===== config.mk =====
export PLATFORM = sky130hd
export DESIGN_NAME = gpi_filter
export DESIGN_NICKNAME = d
export VERILOG_FILES = /design/src/rtl/gpi_filter.sv
export SDC_FILE = /design/constraint.sdc
export NUM_CORES = 1
export LEC_CHECK = 0
export BUFFER_PORTS_ARGS = -buffer_cell sky130_fd_sc_hd__buf_2
export CORE_ASPECT_RATIO = 0.8
export CORE_UTILIZATION = 54
export DETAILED_ROUTE_END_ITERATION = 16
export PLACE_DENSITY = 0.8
export SLEW_MARGIN = 30
export SYNTH_ARGS = -nofsm -noshare
export SYNTH_HDL_FRONTEND = slang
export SYNTH_SLANG_ARGS = --single-unit

===== constraint.sdc =====
create_clock -name clk -period 2.6 [get_ports clk]
set_clock_uncertainty 0.05 [all_clocks]
set_input_delay 0.13 -clock clk [delete_from_list [all_inputs] [get_ports clk]]
set_output_delay 0.13 -clock clk [all_outputs]
set_load 0.02 [all_outputs]

===== src/rtl/gpi_filter.sv =====
// Input conditioner for gpio: two-flop synchroniser, prescaled debounce and edge-capture interrupt.
// Define GPI_FILTER_EDGE_IRQ_EN to build rise_en/fall_en/pend and irq; otherwise irq is tied to 0.
module gpi_filter #(
    parameter int unsigned WIDTH  = 8,
    parameter int unsigned STABLE = 3
) (
    input  logic             clk,
    input  logic             rst,
    input  logic             we,
    input  logic [3:0]       sel,
    input  logic [31:0]      dat,
    output logic [31:0]      rdt,
    input  logic [WIDTH-1:0] pin,
    output logic [WIDTH-1:0] clean,
    output logic             irq
);

    logic                  we1_q;
    logic [WIDTH-1:0]      s0_q, s1_q;
    logic [WIDTH-1:0]      clean_q, clean_d;
    logic [WIDTH-1:0][3:0] cnt_q, cnt_d;
    logic [7:0]            pcnt_q, pcnt_d;
    logic [7:0]            div_q, div_d;
    logic                  tick;
    logic                  div_wr;

    assign div_wr = we1_q && sel[3];
    assign tick   = (pcnt_q == div_q);

    always_comb begin
        div_d  = div_q;
        pcnt_d = pcnt_q + 8'd1;
        if (div_wr) begin
            div_d  = dat[31:24];
            pcnt_d = '0;
        end else if (tick) begin
            pcnt_d = '0;
        end
    end

    // A single agreeing tick restarts the count, so short glitches never reach clean.
    always_comb begin
        cnt_d   = cnt_q;
        clean_d = clean_q;
        if (tick) begin
            for (int i = 0; i < WIDTH; i++) begin
                if (s1_q[i] == clean_q[i]) begin
                    cnt_d[i] = '0;
                end else if (cnt_q[i] == 4'(STABLE - 1)) begin
                    clean_d[i] = s1_q[i];
                    cnt_d[i]   = '0;
                end else begin
                    cnt_d[i] = cnt_q[i] + 4'd1;
                end
            end
        end
    end

    always_ff @(posedge clk or posedge rst) begin
        if (rst) begin
            we1_q   <= 1'b0;
            s0_q    <= '0;
            s1_q    <= '0;
            clean_q <= '0;
            cnt_q   <= '0;
            pcnt_q  <= '0;
            div_q   <= 8'hFF;
        end else begin
            we1_q   <= !we1_q && we;
            s0_q    <= pin;
            s1_q    <= s0_q;
            clean_q <= clean_d;
            cnt_q   <= cnt_d;
            pcnt_q  <= pcnt_d;
            div_q   <= div_d;
        end
    end

    assign clean = clean_q;

`ifdef GPI_FILTER_EDGE_IRQ_EN
    logic [WIDTH-1:0] rise_en_q, fall_en_q, pend_q, pend_d, pend_set, pend_clr;

    assign pend_set = (rise_en_q & clean_d & ~clean_q) | (fall_en_q & ~clean_d & clean_q);
    assign pend_clr = (we1_q && sel[2]) ? WIDTH'(dat[23:16]) : '0;
    // Set wins over a same-cycle write-1-to-clear.
    assign pend_d   = (pend_q & ~pend_clr) | pend_set;

    always_ff @(posedge clk or posedge rst) begin
        if (rst) begin
            rise_en_q <= '0;
            fall_en_q <= '0;
            pend_q    <= '0;
        end else begin
            if (we1_q && sel[0]) rise_en_q <= WIDTH'(dat[7:0]);
            if (we1_q && sel[1]) fall_en_q <= WIDTH'(dat[15:8]);
            pend_q <= pend_d;
        end
    end

    assign irq = |pend_q;
    assign rdt = {8'(fall_en_q), 8'(rise_en_q), 8'(pend_q), 8'(clean_q)};
`else
    logic unused_bus;
    assign unused_bus = ^{sel[2:0], dat[23:0]};

    assign irq = 1'b0;
    assign rdt = {24'h0, 8'(clean_q)};
`endif

endmodule


== Word-level counts from Yosys, hierarchy flattened ==
Cells that the tools add are included.

* Equal/unequal tests: 17
* Reductions and logical operators: 11
* Bitwise gates (word level): 8
* Add/sub/neg operators: 9
* Muxes and demuxes: 18

{| class="wikitable"
|+ Operator list
! operator !! count
|-
| two-way mux 4 bit || 16
|-
| adder 4 x 1 -> 4 bit (second input constant) || 8
|-
| == test 4 x 2 -> 1 bit (second input constant) || 8
|-
| AND reduction 3 bit || 8
|-
| two-way mux 8 bit || 2
|-
| adder 8 x 1 -> 8 bit (second input constant) || 1
|-
| == test 1 bit || 8
|-
| == test 8 bit || 1
|-
| inverter 1 bit || 8
|-
| logical AND 1 bit || 2
|-
| zero test 1 bit || 1
|}

* Word-level logic and storage cells: 84
* Input bits: 47
* Register bits: 73
* Output and inout port bits: 41

== Logic depth before layout (Yosys ltp) ==
Gate-level depths: netlist of the first run.

* Word-level depth: 3
* Gate-level depth with buffers: 6
* Mapped depth without buffers: 6

== Worst setup path before layout of the first run ==
OpenSTA, ideal clock, no wires.

* Path kind: register to register
* From: register div_q[2]
* To: register cnt_q[9] (netlist bit)
* Setup time: 0.127 ns
* Data required time: 2.423 ns
* Path slack: 0.678 ns
* Stages on the path, launching flop included: 7
* Buffers on the path: 2
* Arrival time: 1.744 ns
* Period minus slack after synthesis: 1.922 ns
* Cells stage by stage: dfstp_2 xor2_1 nor4_4 and2_1 buf_2 buf_6 mux2_1

* Word-level cells in the longest chain between the ends: 1

{| class="wikitable"
|+ Ends and longest elaborated chain
! what !! RTL line !! source
|-
| from (decl) || 23 || <nowiki>logic [7:0] div_q, div_d;</nowiki>
|-
| from (signal assigned) || 75 || <nowiki>div_q <= div_d;</nowiki>
|-
| == test 8 bit || 28 || <nowiki>assign tick = (pcnt_q == div_q);</nowiki>
|-
| to (signal assigned) || 73 || <nowiki>cnt_q <= cnt_d;</nowiki>
|-
| to (decl) || 21 || <nowiki>logic [WIDTH-1:0][3:0] cnt_q, cnt_d;</nowiki>
|}

Every way passes these cells.
A chain may end at the register's enable or synchronous reset.

== Worst setup path in the final report of the first run ==
* From: register pcnt_q[5]
* To: register clean_q[5] (netlist: clean[5])

* Word-level cells in the longest chain between the ends: 2

{| class="wikitable"
|+ Ends and longest elaborated chain
! what !! RTL line !! source
|-
| from (decl) || 22 || <nowiki>logic [7:0] pcnt_q, pcnt_d;</nowiki>
|-
| from (signal assigned) || 74 || <nowiki>pcnt_q <= pcnt_d;</nowiki>
|-
| == test 8 bit || 28 ||
|-
| AND reduction 3 bit (no line) || -- ||
|-
| to (signal assigned) || 72 || <nowiki>clean_q <= clean_d;</nowiki>
|-
| to (decl) || 20 || <nowiki>logic [WIDTH-1:0] clean_q, clean_d;</nowiki>
|}

Every way passes these cells.

==> flow_summary.json, run 1 <==
{
  "yosysWarnings": 0,
  "area_growth_pct": 11.97,
  "drv_cap": 0,
  "drtIter0Drc": 109,
  "path_clk_slew_ns": 0.08,
  "power_density_nw_per_um2": 643.8,
  "grt_pass1_wl_mm": 10.65,
  "cts_setup_buffers": 0,
  "grt_pass1_vias": 2385,
  "antenna_cells": 0,
  "io_pins": 88,
  "layout.nets": 435,
  "core_area_um2": 6506,
  "drt-pass1-iter-count": 4,
  "fp.dieH_um": 76.26,
  "h-tree-depth": 3,
  "cts_tree": "done",
  "hold_path.class": "flop to flop",
  "io_buffers": 35,
  "tns_ns": 0,
  "wl_mm": 5.904,
  "crit_path_start_kind": "flop",
  "drt-vias-per-instance": 5.143,
  "whs_ns": 0.2939,
  "numCtsBuffers": 9,
  "start_util": 0.5721,
  "antenna_found_initial": 0,
  "finalHoldViolations": 0,
  "fmax_mhz": 500.9,
  "worst_slew_pin_slew_ns": 0.6437,
  "grt_max_degree": 74,
  "synth-main-ff-cell": "dfrtp_1",
  "slew_headroom": 0.5708,
  "ys_seq_elements": 73,
  "gp_congestion": 0.7719,
  "gr-usage-all-layers": 0.1905,
  "vias": 2366,
  "dieArea_um2": 7231,
  "post-route-period-util": 0.7679,
  "clock_path_buffers": 2,
  "worstPathArrival_ns": 2.17,
  "wire_per_inst_um": 12.83,
  "cts_root_buffer": "clkbuf_8",
  "reg2reg_depth": 5,
  "reg2reg_setup_slack_ns": 0.60,
  "period_minus_slack_ns": 1.997,
  "clk_latency_ns": 0.34,
  "grt_overflow_total": 0,
  "syn_inst": 322,
  "fin_ws_ns": 0.6034,
  "end_kind": "flop",
  "rows": 26,
  "ir_worst_vdd_uv": 409.1,
  "layout_commonest_cell": "dfrtp_1",
  "synth.yosys.seq_area_share": 0.4934,
  "syn_area_um2": 3722,
  "clock_sinks": 73,
  "pre_cts_slack_ns": 0.6162,
  "ys_async_sr_fraction": 1.000,
  "critPathRequiredTime_ns": 2.77,
  "path_class": "flop to flop",
  "die_x_um": 94.83,
  "rsz0062_at_grt": "false",
  "route.detailed.drc": 0,
  "layout_common_cells": "dfrtp_1, buf_2, conb_1",
  "dp_hpwl_mm": 3.924,
  "syn_avg_cell_area_um2": 11.56,
  "ant_nets": 0,
  "outcome": "completed",
  "hold_depth": 0,
  "post_synth_num_cell_types": 28,
  "drv_slew": 0,
  "cp_max_fo": 32,
  "power_uw": 2683,
  "synth-edff-count": 0,
  "layout-drive-gt1-share": 0.1835,
  "setup_viol": 0,
  "leakage_uw": 0.002032
}
[cells by family after synthesis]
kind of cell | Yosys count | share of synthesized area
other cells | 1 | 0.001007
xor+xnor | 22 | 0.05176
buf+inv | 53 | 0.09008
compound gates | 29 | 0.06387
simple gates | 95 | 0.1486
fa+ha+maj | 17 | 0.05714
mux | 32 | 0.09412
flops | 73 | 0.4934
[routing by layer]
| layer | wire length, um | share of wire | track usage | vias up |
|---|---|---|---|---|
| li1 | - | - | - | 1161 |
| met1 | 2674 | 0.45 | 0.2364 | 1145 |
| met2 | 2939 | 0.50 | 0.3158 | 50 |
| met3 | 203 | 0.034 | 0.05489 | 10 |
| met4 | 87 | 0.015 | 0.06667 | 0 |
| met5 | 0 | 0 | 0 | - |
[worst max-delay path, stage by stage, from the launching register on]
cell and delay, ns:
dfrtp_1 0.43, xor2_1 0.20, nor4_4 0.31, buf_4 0.39, nand3_1 0.15, mux2_1 0.34
[through the flow]
stage,instances,cell area [um^2],utilization
3_3_place_gp,426,3829,0.5885
5_1_grt,460,4168,0.6406
6_report,460,4168,0.6406
2_1_floorplan,346,3812,-
3_5_place_dp,426,3829,0.5885
4_1_cts,459,4154,0.6385
[where the power goes]
part / total (uW) / internal, uW / switching, uW
Combinational: 562 / 230 / 332
Clock: 730 / 341 / 389
Sequential: 1390 / 1290 / 106
Total: 2680 / 1860 / 828
[area by class of cell]
| class | instances | area (um^2) |
|---|---|---|
| clock buffer | 12 | 135.1 |
| clock inverter | 4 | 20.02 |
| fill | 498 | 2338 |
| inverter | 9 | 33.78 |
| multi-input combinational | 220 | 1640 |
| sequential | 73 | 1837 |
| tap | 84 | 105.1 |
| timing repair buffer | 58 | 396.6 |
[synthesized netlist by cell type (2+ instances only)]
master     number  area, um^2
nor3b_1         9       67.56
nor4_4          2       42.54
and3_1          7       43.79
nand3_1        23       115.1
dfrtp_1        65        1627
clkbuf_1        6       22.52
nor3_1         13       65.06
buf_4          33       247.7
xor2_1         12       105.1
inv_1           9       33.78
nand2_1         2       7.510
a22o_1          3       26.28
or2_2           5       31.28
and2_1          3       18.77
mux2_1         24       270.3
dfstp_2         8       210.2
nor2_1         13       48.80
ha_1           17       212.7
mux2i_1         8       80.08
xnor2_1        10       87.58
nand2b_1       16       100.1
o211ai_1       13       97.59
buf_2           4       20.02
o2bb2ai_1      13       113.9
[state kept, by name, indices dropped and copies added (netlist names)]
signal	flops
pcnt_q	8
we1_q	1
s0_q	8
clean	8
div_q	8
s1_q	8
cnt_q	32
[worst paths after layout]
check / end / startpoint
max in group asynchronous: s1_q[7]$_DFF_PP0_ / rst
hold reg to reg: s1_q[1]$_DFF_PP0_ / s0_q[1]$_DFF_PP0_
min in group asynchronous: pcnt_q[3]$_DFF_PP0_ / rst
setup reg to reg: clean[5]$_DFFE_PP0P_ / pcnt_q[5]$_DFF_PP0_
hold / removal: s1_q[1]$_DFF_PP0_ / s0_q[1]$_DFF_PP0_
setup / recovery: clean[5]$_DFFE_PP0P_ / pcnt_q[5]$_DFF_PP0_
[timing repair]
action                                  in CTS  in global routing
hold buffers                                17                  1
endpoints found under the hold margin       17                 65
endpoints found under the setup margin       0                  0
resized for setup                            0                  0
Power figures use the tool's default switching activity.
==> inputs of run 2 (changes only) <==
- clock period: 2.6 -> 2 ns (I/O delays scaled with it)
==> run 2 against run 1 <==
Net effect: combinational power up 40%; clock power grew 41%; sequential share of layout area down 1.0 points; core utilization increased by 1.5 points; power up 35%; critical path depth stayed put; critical endpoint is now clean[6]$_DFFE_PP0P_.
==> flow_summary.json, run 2 (synthesis results as in run 1) <==
{
  "cts_setup_buffers": 0,
  "power_density_nw_per_um2": 850.4,
  "slew_headroom": 0.5615,
  "drt-pass1-iter-count": 4,
  "wl_mm": 5.978,
  "clock_sinks": 73,
  "core_area_um2": 6506,
  "place_area_um2": 3894,
  "grt_pass1_wl_mm": 10.35,
  "worstPathArrival_ns": 2.08,
  "gp_congestion": 0.8396,
  "fin_cells": 467,
  "h-tree-depth": 3,
  "placedCellCount": 433,
  "vias": 2419,
  "slowest_delay_ns": 0.54,
  "cts_tree": "done",
  "cp-startpoint": "div_q[2]$_DFFE_PP1N_",
  "io_buffers": 35,
  "ant_nets": 0,
  "gr-usage-all-layers": 0.1848,
  "nFillCells": 495,
  "end_kind": "flop",
  "grt_overflow_total": 0,
  "grt_max_degree": 54,
  "crit_buf_inv": 1,
  "post-route-period-util": 0.9567,
  "layout-drive-gt1-share": 0.2089,
  "intPower_uw": 2519,
  "fin_ws_ns": 0.08654,
  "clock_path_buffers": 2,
  "dp_hpwl_mm": 4.116,
  "path_clk_slew_ns": 0.07,
  "critPathTopFamily": "flip-flops",
  "dieArea_um2": 7231,
  "area_growth_pct": 14.59,
  "drv_cap": 0,
  "rows": 26,
  "cts_root_buffer": "clkbuf_8",
  "largest_register": "cnt_q",
  "fmax_mhz": 522.6,
  "cp_cell_sequence": "xor2_1, nor4_4, buf_4, nand3_1, mux2_1",
  "p_clk_frac": 0.285,
  "numCtsBuffers": 9,
  "outcome": "completed",
  "layout_common_cells": "dfrtp_1, buf_2, conb_1",
  "layout.nets": 442,
  "power_frac_seq": 0.497,
  "finalHoldViolations": 0,
  "antenna_found_initial": 0,
  "cp_max_fo": 27,
  "drt-vias-per-instance": 5.180,
  "layout_commonest_cell": "dfrtp_1",
  "setup_viol": 0,
  "drv_slew": 0,
  "path_class": "flop to flop",
  "worst_slew_pin_slew_ns": 0.6577,
  "leakage_uw": 0.002081,
  "antenna_cells": 0,
  "route.detailed.drc": 0,
  "drtIter0Drc": 64,
  "fp.dieH_um": 76.26,
  "postLayoutCellArea_um2": 4265,
  "period_minus_slack_ns": 1.913,
  "largest_register_ff_count": 32,
  "swShare": 0.3054,
  "grt_pass1_vias": 2315,
  "p_comb_frac": 0.218,
  "crit_path_start_kind": "flop",
  "start_util": 0.5721,
  "hold_path.class": "primary input to asynchronous set/reset pin",
  "die_x_um": 94.83,
  "p_sw_uw": 1108,
  "slowest_stage": "dfstp_2",
  "wire_per_inst_um": 12.80,
  "critPathRequiredTime_ns": 2.17,
  "r2r_start": "div_q[2]$_DFFE_PP1N_",
  "ir_worst_vdd_uv": 564.4,
  "clk_latency_ns": 0.34,
  "pre_cts_slack_ns": 0.02023,
  "io_pins": 88
}
-- run 2: changes by cell type in the layout (fill, tap and decap cells not counted), sizes merged --
| cell | before | now |
|---|---|---|
| buf | 40 | 47 |
| clkinvlp | 0 | 2 |
| clkbuf | 12 | 11 |
| clkinv | 4 | 3 |
-- run 2: routing by layer --
layer	part of all wire	track usage	vias up
met4	0.012	0.06515	0
met2	0.51	0.3065	44
met3	0.029	0.05190	6
li1	-	-	1174
met5	0	0	-
met1	0.45	0.2297	1195
-- run 2: area by class of cell --
type / count / area (um^2) / area share
sequential: 73 / 1837 / 0.4306
multi-input combinational: 220 / 1643 / 0.3852
timing repair buffer: 65 / 465.4 / 0.1091
clock buffer: 11 / 151.4 / 0.03549
tap: 84 / 105.1 / 0.02464
inverter: 9 / 33.78 / 0.007920
clock inverter: 5 / 30.03 / 0.007040
-- run 2: per-stage QoR --
stage | hold slack (ns) | utilization | total power [uW] | setup TNS [ns]
4_1_cts | 0.2726 | 0.6540 | 3663 | 0
3_3_place_gp | 0.09547 | 0.5985 | 2546 | 0
6_report | 0.2784 | 0.6556 | 3627 | 0
3_5_place_dp | 0.09647 | 0.5985 | 2586 | 0
5_1_grt | 0.2917 | 0.6556 | 3839 | -0.007673
2_1_floorplan | 0.08143 | - | 2420 | 0
-- run 2: worst reg2reg max path: cells and delay by family (launching register included) --
kind	cells	cell delay, ns
mux	1	0.33
flops	1	0.54
xor+xnor	1	0.09
buf+inv	1	0.35
simple gates	2	0.43
-- run 2: path summary, 6_finish.rpt --
check	to	slack [ns]	depth (start not counted)
max in group asynchronous	cnt_q[10]$_DFFE_PP0N_	1.02	4
hold / removal	s1_q[2]$_DFF_PP0_	0.28	4
setup / recovery	clean[6]$_DFFE_PP0P_	0.09	5
setup reg to reg	clean[6]$_DFFE_PP0P_	0.09	5
min in group clk	s1_q[1]$_DFF_PP0_	0.30	0
hold reg to reg	s1_q[1]$_DFF_PP0_	0.30	0
-- run 2: timing repair --
action | CTS | global route
endpoints found under the setup margin | 0 | 16
endpoints found under the hold margin | 82 | 0
hold buffers | 18 | 0
gates resized for setup | 0 | 3
-- run 2: power by group through the flow --
stage | registers [uW] | clock network, uW | logic [uW]
2_1_floorplan | 1810 | 0 | 615
3_5_place_dp | 1830 | 0 | 755
5_1_grt | 1830 | 1130 | 881
3_3_place_gp | 1820 | 0 | 725
4_1_cts | 1800 | 1070 | 787
6_report | 1800 | 1030 | 789
==> inputs of run 3 (changes only) <==
- CORE_UTILIZATION: 54 -> 55
- PLACE_DENSITY: 0.8 -> 0.81
- clock period: 2 -> 2.35 ns (I/O delays scaled with it)
==> run 3 against run 2 <==
Net effect: register-to-register slack improved by 0.29 ns; critical path depth stayed put; die area fell by 1.8%; non-clock buffer count decreased by 7; largest power group unchanged; sequential cell count unchanged; via count is 0.50% lower; highest routed layer unchanged; core utilization down 0.93 points.
==> flow_summary.json, run 3 (synthesis results as in run 1) <==
{
  "cts_setup_buffers": 0,
  "gr-usage-all-layers": 0.1913,
  "wl_mm": 5.919,
  "crit_buf_inv": 1,
  "power_density_nw_per_um2": 712.2,
  "largest_register": "cnt_q",
  "layout-drive-gt1-share": 0.1888,
  "worstPathArrival_ns": 2.14,
  "core_area_um2": 6474,
  "dp_hpwl_mm": 4.011,
  "wire_per_inst_um": 12.87,
  "h-tree-depth": 3,
  "drt-pass1-iter-count": 6,
  "clock_path_buffers": 2,
  "cp_cell_sequence": "xor2_1, nor4_4, buf_4, nand3_1, mux2_1",
  "antenna_cells": 0,
  "clk_latency_ns": 0.34,
  "cts_tree": "done",
  "pre_cts_slack_ns": 0.3944,
  "worst_slew_pin_slew_ns": 0.6627,
  "numCtsBuffers": 9,
  "slowest_delay_ns": 0.43,
  "outcome": "completed",
  "fin_ws_ns": 0.3808,
  "gp_congestion": 0.7687,
  "grt_pass1_wl_mm": 10.29,
  "vias": 2407,
  "multi_input_comb_area_um2": 1640,
  "slowest_stage": "dfrtp_1",
  "tns_ns": 0,
  "cp_max_fo": 32,
  "drv_cap": 0,
  "ir_worst_vdd_uv": 473.8,
  "io_pins": 88,
  "fmax_mhz": 507.8,
  "io_buffers": 35,
  "grt_pass1_vias": 2358,
  "layout.nets": 435,
  "fp.dieH_um": 75.58,
  "rows": 26,
  "start_util": 0.5750,
  "grt_max_degree": 48,
  "drt-vias-per-instance": 5.233,
  "layout_common_cells": "dfrtp_1, buf_2, conb_1",
  "crit_path_start_kind": "flop",
  "critPathTopFamily": "simple AND/OR/NAND/NOR gates",
  "clock_sinks": 73,
  "setup_viol": 0,
  "die_x_um": 93.98,
  "dieArea_um2": 7103,
  "slew_headroom": 0.5582,
  "nFillCells": 474,
  "hold_path.class": "flop to flop",
  "critPathRequiredTime_ns": 2.52,
  "drtIter0Drc": 125,
  "cts_resized": 0,
  "finalHoldViolations": 0,
  "leakage_uw": 0.002034,
  "largest_register_ff_count": 32,
  "path_class": "flop to flop",
  "post-route-period-util": 0.8379,
  "area_growth_pct": 12.40,
  "antenna_found_initial": 0,
  "cts_root_buffer": "clkbuf_8",
  "drv_slew": 0,
  "period_minus_slack_ns": 1.969,
  "hold_buffers": 18,
  "path_clk_slew_ns": 0.07,
  "end_kind": "flop",
  "seq_area_um2": 1837,
  "layout_commonest_cell": "dfrtp_1",
  "route.detailed.drc": 0,
  "ant_nets": 0,
  "power_uw": 2980,
  "rsz0062_at_grt": "false",
  "grt_overflow_total": 0
}
[run 3: path summary, 6_finish.rpt]
path                            slack, ns                 from  cells past startpoint              endpoint
worst max-delay path                 0.38  pcnt_q[2]$_DFF_PP0_                      5  clean[1]$_DFFE_PP0P_
worst min-delay path                 0.30    s0_q[4]$_DFF_PP0_                      0     s1_q[4]$_DFF_PP0_
worst max register to register       0.38  pcnt_q[2]$_DFF_PP0_                      5  clean[1]$_DFFE_PP0P_
worst min register to register       0.30    s0_q[4]$_DFF_PP0_                      0     s1_q[4]$_DFF_PP0_
max in group asynchronous            1.23                  rst                      4  div_q[7]$_DFFE_PP1N_
min in group asynchronous            0.33                  rst                      3     s0_q[2]$_DFF_PP0_
[run 3: where the power goes]
part,switching (uW),internal [uW]
Sequential,122,1420
Combinational,366,255
Clock,440,375
[run 3: layout make-up]
cell class / count / share of cell area
flip-flops and latches: 73 / 0.4390
multi-input cells: 220 / 0.3920
repair buffers: 58 / 0.09689
clock buffers: 10 / 0.03050
well taps: 84 / 0.02512
clock inverters: 6 / 0.008373
inverters: 9 / 0.008074
[run 3: metal layers]
metal / GRT usage / part of all wire
met2: 0.3244 / 0.51
met5: 0 / 0
met1: 0.2339 / 0.45
met4: 0.05641 / 0.011
met3: 0.06886 / 0.032
[run 3: per-stage QoR]
stage,utilization,area [um^2],cells,hold WS [ns]
3_5_place_dp,0.5934,3841,426,0.1561
5_1_grt,0.6463,4184,460,0.2922
6_report,0.6463,4184,460,0.2983
2_1_floorplan,-,3812,346,0.09893
4_1_cts,0.6463,4184,460,0.2999
3_3_place_gp,0.5934,3841,426,0.1594
